$ cat src/rtl/seq_gen_pkg.sv
// Shared definitions for the serial pattern generator: state encoding and counter sizing.
// The GAP state is only present when SEQGEN_GAP_EN is defined.
package seq_gen_pkg;

`ifdef SEQGEN_GAP_EN
   typedef enum logic [1:0] {
      ST_IDLE  = 2'd0,
      ST_SHIFT = 2'd1,
      ST_GAP   = 2'd2
   } state_t;
`else
   typedef enum logic [1:0] {
      ST_IDLE  = 2'd0,
      ST_SHIFT = 2'd1
   } state_t;
`endif

   // Bits needed for a counter running 0..n-1 (never less than one bit).
   function automatic int cnt_w(input int n);
      return (n <= 2) ? 1 : $clog2(n);
   endfunction

endpackage

$ cat src/rtl/seq_gen_shifter.sv
// Pattern holding register: loads a pattern, steps through it MSB first and reloads from
// its private copy after bit 0 so every repetition starts from the latched pattern.
module seq_gen_shifter
   import seq_gen_pkg::*;
#(
   parameter int PAT_W = 4
) (
   input  logic             i_clk,
   input  logic             i_rst,
   input  logic             i_load,
   input  logic             i_adv,
   input  logic [PAT_W-1:0] i_pattern,
   output logic             o_next_bit,
   output logic             o_last
);

   localparam int              BW      = cnt_w(PAT_W);
   localparam logic [BW-1:0]   BIT_TOP = BW'(PAT_W - 1);

   logic [PAT_W-1:0] r_sh;
   logic [PAT_W-1:0] r_copy;
   logic [BW-1:0]    r_bit;

   // r_sh[MSB] is the bit currently on the line; r_bit is its index in the pattern.
   always_ff @(posedge i_clk) begin
      if (i_rst) begin
         r_sh   <= '0;
         r_copy <= '0;
         r_bit  <= '0;
      end else if (i_load) begin
         r_sh   <= i_pattern;
         r_copy <= i_pattern;
         r_bit  <= BIT_TOP;
      end else if (i_adv) begin
         if (r_bit == '0) begin
            r_sh  <= r_copy;
            r_bit <= BIT_TOP;
         end else begin
            r_sh  <= {r_sh[PAT_W-2:0], r_sh[PAT_W-1]};
            r_bit <= r_bit - BW'(1);
         end
      end
   end

   assign o_last     = (r_bit == '0);
   assign o_next_bit = o_last ? r_copy[PAT_W-1] : r_sh[PAT_W-2];

endmodule

$ cat src/rtl/seq_pattern_gen.sv
// Serial stimulus transmitter: sends a latched pattern MSB first on o_x, i_reps times.
// Define SEQGEN_GAP_EN to insert GAP_LEN idle cycles between repetitions.
module seq_pattern_gen
   import seq_gen_pkg::*;
#(
   parameter int PAT_W = 4,
   parameter int REP_W = 4
`ifdef SEQGEN_GAP_EN
   , parameter int GAP_LEN = 2
`endif
) (
   input  logic             i_clk,
   input  logic             i_rst,
   input  logic             i_start,
   input  logic [PAT_W-1:0] i_pattern,
   input  logic [REP_W-1:0] i_reps,
   output logic             o_x,
   output logic             o_valid,
   output logic             o_busy,
   output logic             o_done,
   output state_t           o_state
);

   state_t           r_state, w_state_nxt;
   logic [REP_W-1:0] r_rep, w_rep_nxt;
   logic             r_x, r_valid, r_busy, r_done;
   logic             w_x_nxt, w_valid_nxt, w_busy_nxt, w_done_nxt;
   logic             w_load, w_adv, w_next_bit, w_last;

`ifdef SEQGEN_GAP_EN
   localparam int            GW       = cnt_w(GAP_LEN);
   localparam logic [GW-1:0] GAP_LAST = GW'((GAP_LEN > 0) ? GAP_LEN - 1 : 0);
   logic [GW-1:0] r_gap, w_gap_nxt;
`endif

   seq_gen_shifter #(.PAT_W(PAT_W)) u_shifter (
      .i_clk      (i_clk),
      .i_rst      (i_rst),
      .i_load     (w_load),
      .i_adv      (w_adv),
      .i_pattern  (i_pattern),
      .o_next_bit (w_next_bit),
      .o_last     (w_last)
   );

   always_ff @(posedge i_clk) begin
      if (i_rst) begin
         r_state <= ST_IDLE;
         r_rep   <= '0;
         r_x     <= 1'b0;
         r_valid <= 1'b0;
         r_busy  <= 1'b0;
         r_done  <= 1'b0;
`ifdef SEQGEN_GAP_EN
         r_gap   <= '0;
`endif
      end else begin
         r_state <= w_state_nxt;
         r_rep   <= w_rep_nxt;
         r_x     <= w_x_nxt;
         r_valid <= w_valid_nxt;
         r_busy  <= w_busy_nxt;
         r_done  <= w_done_nxt;
`ifdef SEQGEN_GAP_EN
         r_gap   <= w_gap_nxt;
`endif
      end
   end

   // Next-state logic computes the next value of every output register directly.
   always_comb begin
      w_state_nxt = r_state;
      w_rep_nxt   = r_rep;
      w_x_nxt     = 1'b0;
      w_valid_nxt = 1'b0;
      w_busy_nxt  = 1'b0;
      w_done_nxt  = 1'b0;
      w_load      = 1'b0;
      w_adv       = 1'b0;
`ifdef SEQGEN_GAP_EN
      w_gap_nxt   = r_gap;
`endif
      case (r_state)
         ST_IDLE: begin
            if (i_start) begin
               if (i_reps != '0) begin
                  w_load      = 1'b1;
                  w_rep_nxt   = i_reps;
                  w_state_nxt = ST_SHIFT;
                  w_x_nxt     = i_pattern[PAT_W-1];
                  w_valid_nxt = 1'b1;
                  w_busy_nxt  = 1'b1;
               end else begin
                  w_done_nxt  = 1'b1;
               end
            end
         end
         ST_SHIFT: begin
            if (!w_last) begin
               w_adv       = 1'b1;
               w_x_nxt     = w_next_bit;
               w_valid_nxt = 1'b1;
               w_busy_nxt  = 1'b1;
            end else if (r_rep > REP_W'(1)) begin
               w_rep_nxt  = r_rep - REP_W'(1);
               w_busy_nxt = 1'b1;
`ifdef SEQGEN_GAP_EN
               if (GAP_LEN > 0) begin
                  w_state_nxt = ST_GAP;
                  w_gap_nxt   = '0;
               end else begin
                  w_adv       = 1'b1;
                  w_x_nxt     = w_next_bit;
                  w_valid_nxt = 1'b1;
               end
`else
               w_adv       = 1'b1;
               w_x_nxt     = w_next_bit;
               w_valid_nxt = 1'b1;
`endif
            end else begin
               w_state_nxt = ST_IDLE;
               w_done_nxt  = 1'b1;
            end
         end
`ifdef SEQGEN_GAP_EN
         ST_GAP: begin
            w_busy_nxt = 1'b1;
            if (r_gap == GAP_LAST) begin
               w_state_nxt = ST_SHIFT;
               w_adv       = 1'b1;
               w_x_nxt     = w_next_bit;
               w_valid_nxt = 1'b1;
            end else begin
               w_gap_nxt = r_gap + GW'(1);
            end
         end
`endif
         default: w_state_nxt = ST_IDLE;
      endcase
   end

   assign o_x     = r_x;
   assign o_valid = r_valid;
   assign o_busy  = r_busy;
   assign o_done  = r_done;
   assign o_state = r_state;

endmodule

$ cat config.mk
export PLATFORM = sky130hd
export DESIGN_NAME = seq_pattern_gen
export DESIGN_NICKNAME = d
export VERILOG_FILES = /design/src/rtl/seq_gen_pkg.sv /design/src/rtl/seq_gen_shifter.sv /design/src/rtl/seq_pattern_gen.sv
export SDC_FILE = /design/constraint.sdc
export NUM_CORES = 1
export LEC_CHECK = 0
export ABC_AREA = 1
export BUFFER_PORTS_ARGS = -buffer_cell sky130_fd_sc_hd__clkbuf_2
export CORE_MARGIN = 10
export CORE_UTILIZATION = 40
export CTS_CLUSTER_SIZE = 14
export DETAILED_ROUTE_END_ITERATION = 12
export PLACE_DENSITY = 0.59
export SETUP_SLACK_MARGIN = 0.05
export SYNTH_ARGS = -nofsm -noshare
export SYNTH_HDL_FRONTEND = slang
export SYNTH_SLANG_ARGS = --single-unit
$ cat constraint.sdc
create_clock -name i_clk -period 1.55 [get_ports i_clk]
set_clock_uncertainty 0.2 [all_clocks]
set_input_delay 0.155 -clock i_clk [delete_from_list [all_inputs] [get_ports i_clk]]
set_output_delay 0.155 -clock i_clk [all_outputs]
set_load 0.02 [all_outputs]
# Yosys cells after proc, flatten, opt, wreduce, memory -nomap -nowiden
# Cells that the tools add are included.
# op_classes
add_sub_neg,2
n_lt_le_gt_ge,1
eq_ne,6
muxes,34
reduce_logical,7
# op_table
op,count
4-bit two-way mux,7
1-bit two-way mux,15
2-bit two-way mux,7
2-bit != test (second input constant),4
4-bit one-hot mux with 2 select lines,1
1-bit one-hot mux with 2 select lines,3
5-bit AND reduction,1
4-bit by 1-bit greater-than comparator with 1-bit output (second input constant),1
2-bit zero test,2
2-bit one-hot mux with 2 select lines,1
4-bit AND reduction,1
2-bit nonzero test,2
4-bit nonzero test,1
4-bit by 1-bit subtractor with 4-bit output (second input constant),1
2-bit by 1-bit equality test with 1-bit output (second input constant),1
2-bit by 1-bit != test with 1-bit output (second input constant),1
2-bit by 1-bit subtractor with 2-bit output (second input constant),1
# word_totals
reg_bits,19
input_bits,11
wordCells,58

# Logic depth before layout (Yosys ltp)
# Gate-level depths: netlist (run 1).
# depth
depth_word,6
depth_mapped,10

# Cells and area by module
# A second synthesis (run 1) with hierarchy kept.
# hier_totals
cells_unflattened,149
area_unflattened_um2,1057.3
# modules_own_cells
mod,instances,cells_each,area_per_inst_um2
seq_pattern_gen,1,81,589.3
seq_gen_shifter,1,68,467.9

# Worst setup path before layout (run 1)
# OpenSTA, ideal clock, no wires.
# synth_timing
kind,flip-flop to flip-flop
from,reg r_rep[0]
to,reg u_shifter.r_sh[2]
setup_time_ps,113
arrival_ps,1148
t_required_ps,1237
slack_ps,89
path_stages_with_launch,11
n_path_buf,0
cell_sequence,dfxtp_1 > inv_1 > ha_1 > inv_1 > nand2_1 > nand3_1 > nand2_2 > nand2_2 > inv_2 > nor2_1 > nor2_1
# synth_via
elab_chain_cells,5
# synth_rtl
item,line,source
"start, declared",seq_pattern_gen.sv:25,"logic [REP_W-1:0] r_rep, w_rep_nxt;"
"start signal, assigned",seq_pattern_gen.sv:59,r_rep <= w_rep_nxt;
4-bit by 1-bit greater-than comparator with 1-bit output,seq_pattern_gen.sv:104,end else if (r_rep > REP_W'(1)) begin
1-bit two-way mux,seq_pattern_gen.sv:104,
1-bit two-way mux,seq_pattern_gen.sv:99,if (!w_last) begin
1-bit two-way mux,seq_pattern_gen.sv:83,case (r_state)
2-bit nonzero test (no source line),--,
"end signal, assigned",seq_gen_shifter.sv:31,r_sh <= i_pattern;
"end signal, assigned",seq_gen_shifter.sv:36,r_sh <= r_copy;
"end signal, assigned",seq_gen_shifter.sv:39,"r_sh <= {r_sh[PAT_W-2:0], r_sh[PAT_W-1]};"
"end, declared",seq_gen_shifter.sv:20,logic [PAT_W-1:0] r_sh;
# Every way passes these cells.
# A chain may end at the register's enable or synchronous reset.

# Worst setup path in the final report (run 1)
# Same ends and word-level chain as after synthesis.

==> results of run 1 <==
[worst paths after layout]
| check | startpoint | to | slack (ps) | cells past startpoint |
|---|---|---|---|---|
| worst min-delay path | i_reps[0] | r_rep[0] | 30 | 5 |
| worst min register to register | u_shifter.r_copy[0] | u_shifter.r_copy[0] | 270 | 2 |
| worst max-delay path | r_rep[0] | u_shifter.r_sh[2] | 80 | 10 |
| worst max register to register | r_rep[0] | u_shifter.r_sh[2] | 80 | 10 |
[synth_stat cells]
master	count	area share, %
dfxtp_1	18	38
buf_6	1	1.2
ha_1	3	4.0
clkbuf_1	1	0.40
nand3_1	11	5.8
conb_1	1	0.40
a31oi_1	1	0.66
o21ai_0	11	5.8
nand3b_1	1	0.79
nand2_4	1	1.2
nand2_2	3	2.0
a21oi_1	5	2.6
buf_2	1	0.53
nor2_4	1	1.2
and3_1	1	0.66
inv_2	1	0.40
nor2_1	24	9.5
buf_4	2	1.6
inv_1	18	7.2
nand2_1	40	16
[power groups by stage]
stage	Combinational (mW)	Clock (mW)	Sequential, mW
finish	0.497	0.298	0.558
global route	0.554	0.324	0.564
CTS	0.444	0.305	0.553
detailed placement	0.389	0	0.558
global placement	0.385	0	0.558
floorplan	0.268	0	0.569
[registers in the layout (all words and copies together) (netlist names)]
| signal | count |
|---|---|
| u_shifter.r_copy | 4 |
| o_state | 1 |
| o_x | 1 |
| u_shifter.r_bit | 2 |
| o_busy | 1 |
| r_rep | 4 |
| u_shifter.r_sh | 4 |
| o_done | 1 |
[layout make-up]
class / count / area, sq um / share of cell area, %
well taps: 28 / 35.0 / 2.76
multi-input cells: 103 / 551 / 43.3
repair buffers: 29 / 199 / 15.7
inverters: 19 / 81.3 / 6.40
flip-flops and latches: 18 / 368 / 29.0
clock buffers: 4 / 36.3 / 2.86
[timing repair]
| item | CTS | global route |
|---|---|---|
| gates resized for setup | 18 | 16 |
| gates cloned | 0 | 0 |
| endpoints found under the hold margin | 9 | 0 |
| setup endpoints to repair | 7 | 9 |
| pin swaps | 3 | 4 |
| hold buffers | 6 | 0 |
| buffers inserted | 1 | 1 |
[layer usage]
layer	up-vias	wire, um	part of all wire [%]
met5	-	0	0
met4	0	15	0.64
met3	2	85	3.6
met1	441	1070	46
met2	11	1180	50
li1	501	-	-
[layout by cell type (no fill, tap or decap)]
| master | instances |
|---|---|
| a21oi_1 | 5 |
| a31oi_1 | 1 |
| and3_1 | 1 |
| buf_4 | 7 |
| buf_6 | 1 |
| clkbuf_2 | 15 |
| clkbuf_4 | 3 |
| clkbuf_8 | 1 |
| conb_1 | 1 |
| dfxtp_1 | 14 |
| dfxtp_2 | 3 |
| dfxtp_4 | 1 |
| dlygate4sd3_1 | 6 |
| ha_4 | 3 |
| inv_1 | 14 |
| inv_2 | 1 |
| inv_4 | 4 |
| nand2_1 | 38 |
| nand2_2 | 2 |
| nand2_4 | 4 |
| nand3_1 | 10 |
| nand3_2 | 1 |
| nand3b_1 | 1 |
| nor2_1 | 22 |
| nor2_2 | 1 |
| nor2_4 | 2 |
| o21ai_0 | 6 |
| o21ai_1 | 5 |
[kinds of logic (layout without fill, tap and decap cells)]
kind of cell	after synthesis	in the layout	share of synthesized area, %
flops	18	18	38.1
buf+inv	24	52	11.3
simple gates	82	82	37.1
fa+ha+maj	3	3	3.97
compound gates	17	17	9.14
other cells	1	1	0.397
[metrics by stage]
step / power, mW / util, % / instance area (sq um)
after floorplan: 0.837 / - / 945
after CTS: 1.30 / 54.7 / 1220
after global placement: 0.943 / 47.7 / 1060
after global routing: 1.44 / 56.9 / 1270
final: 1.35 / 56.9 / 1270
after detailed placement: 0.947 / 47.7 / 1060
[critical path, stage by stage, from the launching register on]
cell and delay [ps]:
dfxtp_4 400, inv_4 40, ha_4 150, inv_2 60, nand2_2 60, nand3_2 70, nand2_4 70, buf_6 120
nand3b_1 80, nand2_1 50, nor2_1 100
==> reports/qor.txt, run 1 <==
Post-synth net total: 159
Via density: 4.75
Synthesized area: 945 sq um
Max clock buf depth: 2
Setup crit end kind: register
Clk network pwr share: 22.0%
#FFs+latches synth: 18
Max Slew Vio Count: 0
Tcrit/Tclk final: 94.8%
Port Buffers: 15
Iter 0 DRT Violations: 41
Number of global-route vias before repair: 887
M3 GR Usage: 2.25%
GR Util met1: 12.0%
Post-DP HPWL: 1.67 mm
GRT Residual Overflow: 0
DR pass1 iterations: 4
# diodes: 0
Num CTS Buffers: 3
# DRC: 0
Syn_area_per_cell: 6.51 sq um
First-pass GRT wire length: 3.86 mm
CP Launch Type: register
Core area: 2230 sq um
Largest net degree at the start of global routing: 17
Critical path required time: 1580 ps
# setup viols final: 0
Initial antenna violation count: 0
Switch share: 35.4%
Status: completed
Placer congestion estimate: 0.843
Crit path time final: 1470 ps
Switching power: 479 uW
Sequential fraction of the synthesis area: 38.1%
Placed Cells: 189
Wirelength, routed: 2.36 mm
Total internal power: 874 uW
Pwr dens: 1060 nW/um^2
Seq pwr share: 41.3%
Pre-CTS WS: -15.8 ps
Post-Layout Cell Count: 201
Via Count: 955
Die Ht: 68.6 um
Chip Width: 68.6 um
Filler instances: 219
DIE AREA: 4710 sq um
Combinational Power Share: 36.7%
CTS clk-pin slew, worst paths: 110 ps
Final Hold Slack: 28.3 ps
Hold crit path type: in -> reg
VDD IR max: 0.660 mV
CTS root buf: clkbuf_4
Final hold violation count: 0
Ys Warns: 0
MaxCap Viol Count: 0
Critical path class: reg -> reg
RSZ-0062 raised after global routing: yes
Leak Pwr: 0.628 nW
Post-synth cell types: 20
Fmax: 680 MHz
Clk_lat worst skew: 300 ps
Clk sinks: 18
H-tree levels: 1
Global Route met2 Usage: 18.3%
Rows: 17
Area Overhead vs Synth: 34.4%
CP Max Fanout: 4
Syn Inst Count: 145
WP data arrival: 1500 ps
Routed length per instance: 11.7 um
Ports: 17
Final setup TNS: 0 ps
Setup ws final: 80.0 ps
CTS tree: built
Tot GR Track Use: 10.5%
Share of cells above drive strength 1: 28.3%
Starting density of the core: 42.3%
Top Usage Layer GRT: met2
Antenna-violating nets left: 0
Nets: 188
No activity file was read; power rests on OpenSTA's default activity.
==> inputs of run 2 (changes only) <==
- CORE_UTILIZATION: 40 -> 48
- PLACE_DENSITY: 0.59 -> 0.77
==> run 2 against run 1 <==
Compared with the run above: sequential power rose by 3%; design area rose by 8.0%; power rose by 10%; sequential share of layout area fell by 2.0 points; fmax fell by 3.0%; cell count fell by 2.0%; via count rose by 11%; critical path type unchanged; critical endpoint is now u_shifter.r_sh[1].
==> reports/qor.txt, run 2 (synthesis gave the netlist of run 1 again) <==
MaxCap Viol Count: 0 (unchanged)
# diodes: 0 (unchanged)
Ports: 17 (unchanged)
Final hold violation count: 0 (unchanged)
CP Max Fanout: 6 (+2)
Tcrit/Tclk final: 97.8% (+3.0 points)
DR pass1 iterations: 4 (unchanged)
CTS root buf: clkbuf_4
GRT Residual Overflow: 0 (unchanged)
Rows: 15 (-2)
RSZ-0062 raised after global routing: yes
Leak Pwr: 0.641 nW (+2.1%)
# DRC: 0 (unchanged)
Commonest cells after routing, fill and taps aside: 32 x nand2_1, 15 x clkbuf_2, 14 x nor2_1
Placed Cells: 186 (-1.6%)
Max clock buf depth: 2 (unchanged)
Iter 0 DRT Violations: 57 (+39%)
Hold crit path type: in -> reg
Pwr dens: 1090 nW/um^2 (+2.1%)
Initial antenna violation count: 0 (unchanged)
Die Ht: 64.4 um (-6.2%)
Tot GR Track Use: 12.5% (+2.0 points)
Setup crit end kind: register
Clk sinks: 18 (unchanged)
Port Buffers: 15 (unchanged)
Status: completed
Max Slew Vio Count: 0 (unchanged)
Via Count: 1056 (+11%)
CP Launch Type: register
Critical path required time: 1570 ps (about the same)
Nets: 187 (-0.53%)
H-tree levels: 1 (unchanged)
Clk_lat worst skew: 310 ps (about the same)
CTS clk-pin slew, worst paths: 100 ps (about the same)
Crit path time final: 1520 ps (+46.0 ps)
Placer congestion estimate: 0.832 (-1.3%)
Most common cell after layout, fill and taps aside: nand2_1
Wirelength, routed: 2.96 mm (+26%)
Chip Width: 64.4 um (-6.2%)
Post-Layout Cell Count: 197 (-2.0%)
Share of cells above drive strength 1: 40.1% (+12 points)
Biggest regs: r_rep: 4 flops, u_shifter.r_copy: 4 flops, u_shifter.r_sh: 4 flops
CTS tree: built
Critical path class: reg -> reg
DIE AREA: 4140 sq um (-12%)
Post-DP Area: 1060 sq um (-0.35%)
Routed length per instance: 15.0 um (+28%)
First-pass GRT wire length: 4.21 mm (+9.1%)
Number of global-route vias before repair: 980 (+10%)
Power Total: 1.49 mW (+10%)
Antenna-violating nets left: 0 (unchanged)
Starting density of the core: 52.4% (+10 points)
WP data arrival: 1540 ps (+40 ps)
# setup viols final: 0 (unchanged)
Num CTS Buffers: 3 (unchanged)
Area Overhead vs Synth: 45.2%
Largest net degree at the start of global routing: 17 (unchanged)
Fmax: 660 MHz (-3.0%)
Core area: 1800 sq um (-19%)
Post-DP HPWL: 1.70 mm (+1.4%)
Via density: 5.36 (+13%)
VDD IR max: 0.862 mV (+31%)
Cell area after layout: 1370 sq um (+8.0%)
[run 2: critical path: stages, from the launching register on]
cell	delay, ps
dfxtp_4	380
inv_4	70
ha_4	140
inv_4	40
nand2_4	80
nand3_4	100
nand2_8	130
buf_6	110
nand3_2	70
nand2_2	70
nor2_2	30
[run 2: per-layer routing]
layer  vias to the layer above  global-route usage [%]  part of all wire [%]
met3                        16                    4.70                   7.8
met5                         -                       0                     0
met1                       482                    14.1                    38
li1                        504                       -                     -
met4                         0                    7.22                   6.1
met2                        54                    19.7                    48
[run 2: repair_timing]
| action | in CTS | in global routing |
|---|---|---|
| pin swaps | 3 | 14 |
| hold endpoints to repair | 9 | 0 |
| hold buffers | 6 | 0 |
| endpoints found under the setup margin | 12 | 14 |
| gates resized for setup | 17 | 48 |
| buffers inserted | 1 | 0 |
[run 2: layout make-up]
| cell class | count | area (sq um) |
|---|---|---|
| well taps | 25 | 31.3 |
| inverters | 19 | 88.8 |
| clock buffers | 4 | 36.3 |
| multi-input cells | 103 | 647 |
| flip-flops and latches | 18 | 369 |
| repair buffers | 28 | 199 |
| fillers | 133 | 430 |
[run 2: metrics by stage]
step	setup WS (ps)	hold WS [ps]	TNS [ps]	utilization, %
global route	-36.7	65.2	-124	76.1
global placement	38.6	236	0	58.9
finish	34.0	39.9	0	76.1
floorplan	88.9	146	0	-
detailed placement	-16.9	246	-38.4	58.9
CTS	72.2	6.89	0	67.3
[run 2: path summary, 6_finish.rpt]
check | startpoint | to | slack, ps | cells past startpoint
hold / removal | i_reps[3] | r_rep[3] | 40 | 5
setup reg to reg | r_rep[0] | u_shifter.r_sh[1] | 30 | 10
hold reg to reg | u_shifter.r_copy[1] | u_shifter.r_copy[1] | 270 | 2
setup / recovery | r_rep[0] | u_shifter.r_sh[1] | 30 | 10
[run 2: power by group]
| group | internal, mW | total [mW] | switching, mW | leakage [nW] |
|---|---|---|---|---|
| registers | 0.524 | 0.572 | 0.0484 | 0.151 |
| clock network | 0.144 | 0.293 | 0.150 | 0.0210 |
| logic | 0.250 | 0.625 | 0.375 | 0.470 |
==> inputs of run 3 (changes only) <==
- CORE_UTILIZATION: 48 -> 53
- PLACE_DENSITY: 0.77 -> 0.8
- clock period: 1.55 -> 1.5 ns (I/O delays scaled with it)
==> run 3 against run 2 <==
Compared with the run above: the flow now finishes with violations (negative setup slack); fmax down 0.26%; power is 5.4% lower; largest power group is now sequential cells; combinational power decreased by 6.4%; wire length decreased by 9.8%; clock power fell by 19%.
==> reports/qor.txt, run 3 (synthesis gave the netlist of run 1 again) <==
Port Buffers: 15 (unchanged)
Clk_lat worst skew: 290 ps (-20 ps)
Hold crit path type: in -> reg
DIE AREA: 3870 sq um (-6.5%)
Critical path required time: 1490 ps (-80 ps)
DR WL met2: 1.38 mm (-2.8%)
Commonest cells after routing, fill and taps aside: 34 x nand2_1, 19 x nor2_1, 15 x clkbuf_2
Chip Width: 62.2 um (-3.3%)
Final hold violation count: 0 (unchanged)
H-tree levels: 1 (unchanged)
Failing checks: negative setup slack
Nets: 187 (unchanged)
Share of cells above drive strength 1: 35.1% (-5.0 points)
CP Max Fanout: 6 (unchanged)
Die Ht: 62.2 um (-3.3%)
Placed Cells: 185 (-0.54%)
Status: finished with violations
Routed length per instance: 13.6 um (-9.3%)
R2R Setup Slk: -20 ps (-50 ps)
Core area: 1710 sq um (-5.2%)
RSZ-0062 raised after global routing: yes
Highest routed layer: met4
Wirelength, routed: 2.67 mm (-9.8%)
VDD IR max: 0.923 mV (+7.1%)
Starting density of the core: 55.3% (+2.9 points)
Pwr dens: 1090 nW/um^2 (+0.12%)
MaxCap Viol Count: 0 (unchanged)
GRT Residual Overflow: 0 (unchanged)
Crit path time final: 1520 ps (+3.95 ps)
Initial antenna violation count: 0 (unchanged)
Most common cell after layout, fill and taps aside: nand2_1
CTS tree: built
CP Launch Type: register
Power Total: 1.41 mW (-5.4%)
Setup crit end kind: register
Max clock buf depth: 2 (unchanged)
Final Hold Slack: 13.4 ps (-26.5 ps)
Tot GR Track Use: 11.2% (-1.3 points)
# diodes: 0 (unchanged)
Num CTS Buffers: 3 (unchanged)
Biggest regs: r_rep: 4 flops, u_shifter.r_copy: 4 flops, u_shifter.r_sh: 4 flops
Tcrit/Tclk final: 101% (+3.5 points)
Leak Pwr: 0.626 nW (-2.4%)
Clk sinks: 18 (unchanged)
Antenna-violating nets left: 0 (unchanged)
WP data arrival: 1510 ps (-30 ps)
CTS clk-pin slew, worst paths: 90 ps (about the same)
Largest net degree at the start of global routing: 14 (-3)
Fmax: 658 MHz (-0.26%)
Number of global-route vias before repair: 877 (-11%)
Via density: 5.10 (-4.8%)
DR pass1 iterations: 4 (unchanged)
Met1 Wirelength: 1.07 mm (-5.3%)
Rows: 15 (unchanged)
Ports: 17 (unchanged)
Max Slew Vio Count: 0 (unchanged)
# DRC: 0 (unchanged)
# setup viols final: 3 (+3)
First-pass GRT wire length: 3.68 mm (-13%)
Post-DP HPWL: 1.59 mm (-6.3%)
Setup ws final: -19.9 ps (-54.0 ps)
DR WL met3: 164 um (-29%)
Placer congestion estimate: 0.815 (-2.0%)
Area Overhead vs Synth: 37.2%
Final core occ: 75.9% (-0.21 points)
Critical path class: reg -> reg
Via Count: 1000 (-5.3%)
Iter 0 DRT Violations: 51 (-11%)
CTS root buf: clkbuf_4
Post-Layout Cell Count: 196 (-0.51%)
==> run 3: changes by cell type in the layout (fill, tap and decap cells not counted), sizes merged <==
cell / delta
buf: +1
clkbuf: -1
dlygate4sd3: -1
==> run 3: stage by stage <==
stage / setup WS (ps) / area, sq um / TNS [ps]
2_1_floorplan: 55.3 / 953 / 0
3_3_place_gp: 10.3 / 1060 / 0
3_5_place_dp: -79.1 / 1060 / -345
4_1_cts: 44.7 / 1180 / 0
5_1_grt: -65.3 / 1300 / -223
6_report: -19.9 / 1300 / -44.8
==> run 3: repair_timing <==
action                     4_1_cts  5_1_grt
pin swaps                        3       15
hold endpoints to repair         8        0
buffers inserted                 2        1
gates resized for setup         13       37
hold buffers                     5        0
setup endpoints to repair       15       12
==> run 3: layer usage <==
layer	track usage, %	vias up
met2	19.5	43
met1	12.2	452
met5	0	-
met4	3.14	0
li1	-	497
met3	4.30	8
==> run 3: worst paths after layout <==
check / startpoint / to / depth (start not counted)
min: i_reps[3] / r_rep[3] / 5
max: r_rep[0] / u_shifter.r_sh[2] / 10
min reg2reg: u_shifter.r_copy[2] / u_shifter.r_copy[2] / 2
max reg2reg: r_rep[0] / u_shifter.r_sh[2] / 10
==> run 3: where the power goes <==
group          total, mW  internal, mW  switching, mW
combinational      0.585         0.239          0.346
clock              0.237        0.0935          0.144
sequential         0.588         0.541         0.0469
==> run 3: layout make-up <==
type	count	area (sq um)
tap	25	31.3
timing repair buffer	28	193
fill	113	412
inverter	19	86.3
sequential	18	369
multi-input combinational	103	594
clock buffer	3	22.5
==> run 3: worst max-delay path, cell delays in order, from the launching register on <==
cell and delay (ps):
dfxtp_4 400, inv_4 50, ha_4 170, inv_4 70, nand2_4 60, nand3_4 60, nand2_4 80, nand2_4 130
inv_6 60, nor2_2 90, nor2_1 50
